[src/rtl/w10_product_streamer.sv]
// Streams 256 pixel/weight pairs from external memories and emits a registered
// signed product per element, framed by accumulator clear, latch and done strobes.
module w10_product_streamer #(
  parameter int XW = 8,
  parameter int WW = 8
) (
  input  logic          clk,
  input  logic          rst,
  input  logic          go,
  output logic [7:0]    addr,
  input  logic [XW-1:0] x_data,
  input  logic [WW-1:0] w_data,
  output logic          acc_clr,
  output logic          sum_en,
  output logic [7:0]    count,
  output logic [15:0]   prod,
  output logic          busy,
  output logic          done
);

  typedef enum logic [2:0] {IDLE, CLR, RUN, FLUSH, DONE} state_t;

  state_t      state;
  logic [1:0]  flush_cnt;
  logic        op_valid;
  logic [7:0]  op_idx;
  logic [15:0] x_ext;
  logic [15:0] w_ext;
  logic [15:0] mult;

  // Pixel is unsigned, so zero-extend; the 16-bit product is exact for XW+WW <= 16.
  always_comb begin
    x_ext = {{(16-XW){1'b0}}, x_data};
    w_ext = {{(16-WW){w_data[WW-1]}}, w_data};
    mult  = x_ext * w_ext;
  end

  always_ff @(posedge clk) begin
    if (rst) begin
      state     <= IDLE;
      addr      <= 8'd0;
      acc_clr   <= 1'b0;
      sum_en    <= 1'b0;
      count     <= 8'd0;
      prod      <= 16'd0;
      busy      <= 1'b0;
      done      <= 1'b0;
      flush_cnt <= 2'd0;
      op_valid  <= 1'b0;
      op_idx    <= 8'd0;
    end else begin
      // op_valid/op_idx track the address issued last cycle, whose data is present now
      op_valid <= (state == CLR) || (state == RUN);
      op_idx   <= addr;
      sum_en   <= op_valid;
      prod     <= op_valid ? mult : 16'd0;
      count    <= op_valid ? op_idx : 8'd0;
      acc_clr  <= 1'b0;
      done     <= 1'b0;

      case (state)
        IDLE: begin
          if (go) begin
            state   <= CLR;
            acc_clr <= 1'b1;
            busy    <= 1'b1;
            addr    <= 8'd0;
          end
        end
        CLR: begin
          state <= RUN;
          addr  <= 8'd1;
        end
        RUN: begin
          if (addr == 8'd255) begin
            state     <= FLUSH;
            addr      <= 8'd0;
            flush_cnt <= 2'd0;
          end else begin
            addr <= addr + 8'd1;
          end
        end
        FLUSH: begin
          flush_cnt <= flush_cnt + 2'd1;
          // Second latch strobe: the accumulator now includes element 255
          if (flush_cnt == 2'd1) begin
            count <= 8'd255;
          end
          if (flush_cnt == 2'd2) begin
            state <= DONE;
            done  <= 1'b1;
            busy  <= 1'b0;
          end
        end
        DONE: begin
          state <= IDLE;
        end
        default: begin
          state <= IDLE;
        end
      endcase
    end
  end

endmodule

[config.mk]
export PLATFORM = sky130hd
export DESIGN_NAME = w10_product_streamer
export DESIGN_NICKNAME = d
export VERILOG_FILES = /design/src/rtl/w10_product_streamer.sv
export SDC_FILE = /design/constraint.sdc
export NUM_CORES = 1
export LEC_CHECK = 0
export CAP_MARGIN = 20
export CORE_UTILIZATION = 35
export CTS_CLUSTER_DIAMETER = 100
export CTS_CLUSTER_SIZE = 25
export DETAILED_ROUTE_END_ITERATION = 7
export SETUP_SLACK_MARGIN = 0.4
export SYNTH_ARGS = -nofsm -noshare
export SYNTH_HDL_FRONTEND = slang
export SYNTH_SLANG_ARGS = --single-unit
[constraint.sdc]
create_clock -name clk -period 11.2 [get_ports clk]
set_clock_uncertainty 0.15 [all_clocks]
set_input_delay 1.68 -clock clk [delete_from_list [all_inputs] [get_ports clk]]
set_output_delay 1.68 -clock clk [all_outputs]
set_load 0.02 [all_outputs]
==> impl_metrics.json <==
{
  "outcome": "finished clean",
  "p_per_area_mw_per_mm2": 141,
  "dp.cells": 604,
  "cp.required_ns": 11.22,
  "cap_violations": 0,
  "r2r-start": "state[0]",
  "clk_latency_ns": 0.30,
  "ant_nets": 0,
  "gp_congestion": 0.797,
  "max_freq_ghz": 0.166,
  "synthMuxAreaShare": 0.00259,
  "tritoncts": "yes",
  "leakagePower_nw": 2.16,
  "synth_nets": 517,
  "final_util": 0.430,
  "final_layout_size_suffix_gt1_frac": 0.0297,
  "cts_buffers": 5,
  "antenna-diode-count": 0,
  "antenna_found_initial": 0,
  "ff2ff_setup_slack_ns": 9.45,
  "post_synth_num_cell_types": 47,
  "hold_start": "op_idx[2]",
  "grt_use_total": 0.156,
  "ios": 55,
  "worstHoldEndpoint": "count[2]",
  "first_iter_violations": 109,
  "drt_wl_total_mm": 8.32,
  "worstHoldPathType": "reg -> reg",
  "r2r-end": "count[5]",
  "synthCells": 418,
  "grt_pass1_wl_mm": 14.1,
  "synth-edff-count": 0,
  "numPortBuffers": 54,
  "hold_violations": 0,
  "worstMarginPinSlew_ns": 0.542,
  "fin_hold_ws_ns": 0.281,
  "synth.cell_area_mm2": 0.00387,
  "globalRouteOverflowTotal": 0,
  "cp-start-kind": "input port",
  "dieArea_mm2": 0.0115,
  "tns_ns": 0,
  "synthArstFlopShare": 0,
  "drc": 0,
  "slew_viol_final": 0,
  "avgSynthCellArea_um2": 9.25,
  "clockRootBuffer": "clkbuf_8",
  "fill_cells": 1068,
  "cts.sinks": 50,
  "cp_data_arrival_time_ns": 6.06,
  "die_y_um": 107,
  "rr_worst_depth": 4,
  "synth_top_family_by_area": "adder cells",
  "stdcell_count": 612,
  "grt_pass1_vias": 2982,
  "cts_hold_buf": 0,
  "critical_path.endpoint_type": "flip-flop",
  "synth_ff_type": "dfxtp_1",
  "startpoint": "w_data[7]",
  "timing.final.ws_setup_ns": 5.16,
  "period_share": 0.539,
  "post_cts_buffers": 0,
  "synth_compound_area_frac": 0.100,
  "placed_area_mm2": 0.00453,
  "fin_area_mm2": 0.00464,
  "rsz0062_at_grt": "false",
  "synth.ff_latch_count": 50,
  "yosysTopAreaCell": "dfxtp_1",
  "synth_top_cell_area_share": 0.259,
  "synthXorXnorAreaFrac": 0.0181,
  "min_path_cells": 1,
  "row_count": 38,
  "ctsResizeCount": 0,
  "synth_area_leaders": "dfxtp_1, fa_1, ha_1, and2_1, inv_1",
  "grt_max_degree": 26,
  "place_hpwl_mm": 6.73,
  "ys_warn_count": 0,
  "relSlewSlack": 0.634,
  "ir_drop_mv": 0.0670,
  "clk_pin_slew_worst_paths_ns": 0.10,
  "via_per_inst": 4.78,
  "start_util": 0.358,
  "cts_max_level": 2,
  "syn_to_final_growth_pct": 20.0,
  "criticalPathCategory": "in -> reg",
  "synth-simple-area-share": 0.214,
  "finalPower_uw": 654,
  "clk_path_buf_depth": 2,
  "vias": 2927,
  "post-place-ws_ns": 4.84,
  "cp_max_fo": 7,
  "die_x_um": 107,
  "setup_violations": 0,
  "min_period_ns": 6.04,
  "synth-adder-area-share": 0.331,
  "nets": 570,
  "core_mm2": 0.0108,
  "wl_per_cell_um": 13.6,
  "seq_area_frac_synth": 0.259,
  "first_pass_iters": 7
}
cells in the final DEF (no fill, tap or decap), types with 6 or more instances in the layout:
cell / Yosys / routed
ha_1: 43 / 43
nor2b_1: 12 / 12
clkdlybuf4s50_1: 0 / 54
a21oi_1: 17 / 17
nand2_1: 25 / 25
and2_1: 47 / 47
a21o_1: 14 / 14
fa_1: 37 / 37
nand3_1: 6 / 6
inv_1: 61 / 61
nor2_1: 28 / 28
dfxtp_1: 50 / 50
how the worst max path moves through the flow:
stage                     to  slack (ns)
floorplan           prod[12]        5.80
finish              prod[12]        5.16
CTS                 prod[12]        5.15
detailed placement  prod[12]        4.84
global placement    prod[12]        4.83
global route        prod[14]        4.88
report_power, final:
| part | internal, mW | leakage (nW) | total [mW] | switching, mW |
|---|---|---|---|---|
| logic | 0.147 | 1.70 | 0.330 | 0.183 |
| clock network | 0.0667 | 0.0514 | 0.128 | 0.0608 |
| registers | 0.188 | 0.405 | 0.196 | 0.00791 |
critical path, stage by stage:
cell	delay (ns)
clkdlybuf4s50_1	0.53
inv_1	0.29
nor2_1	0.12
fa_1	0.51
fa_1	0.54
fa_1	0.58
inv_1	0.06
fa_1	0.54
inv_1	0.05
ha_1	0.23
a21o_1	0.22
or3_1	0.31
o22a_1	0.20
xnor2_1	0.13
nor2_1	0.06
per-layer routing:
| metal | global-route usage | share of wire |
|---|---|---|
| met1 | 0.204 | 0.47 |
| met3 | 0.0225 | 0.025 |
| met5 | 0 | 0 |
| met2 | 0.266 | 0.49 |
| met4 | 0.0479 | 0.016 |
sequential cells by signal, summed over array words and instances (netlist names):
name,cells
addr,8
flush_cnt,2
busy,1
acc_clr,1
op_valid,1
prod,16
sum_en,1
state,3
op_idx,8
done,1
count,8
logic make-up after synthesis:
logic type | after synthesis
AND/OR/NAND/NOR | 148
adder cells (fa/ha/maj) | 80
buffers and inverters | 72
AO/OA/AOI/OAI | 59
flip-flops | 50
XOR/XNOR | 8
multiplexers | 1
synthesized netlist by cell type, types with 4 or more instances:
master,n
inv_1,61
dfxtp_1,50
and2_1,47
ha_1,43
fa_1,37
nor2_1,28
nand2_1,25
a21oi_1,17
a21o_1,14
nor2b_1,12
nand3_1,6
and3_1,5
nor3_1,5
xnor2_1,5
nand2b_1,4
o21ai_0,4
o21ai_1,4
layout make-up:
type                       count  area, µm²  area share
clock buffer                   6       72.6      0.0156
sequential                    50       1000       0.216
inverter                      63        236      0.0509
timing repair buffer          55        548       0.118
multi-input combinational    296       2570       0.554
tap                          140        175      0.0377
clock inverter                 2       37.5     0.00809
Note: power is estimated with default switching activity, not from simulation.
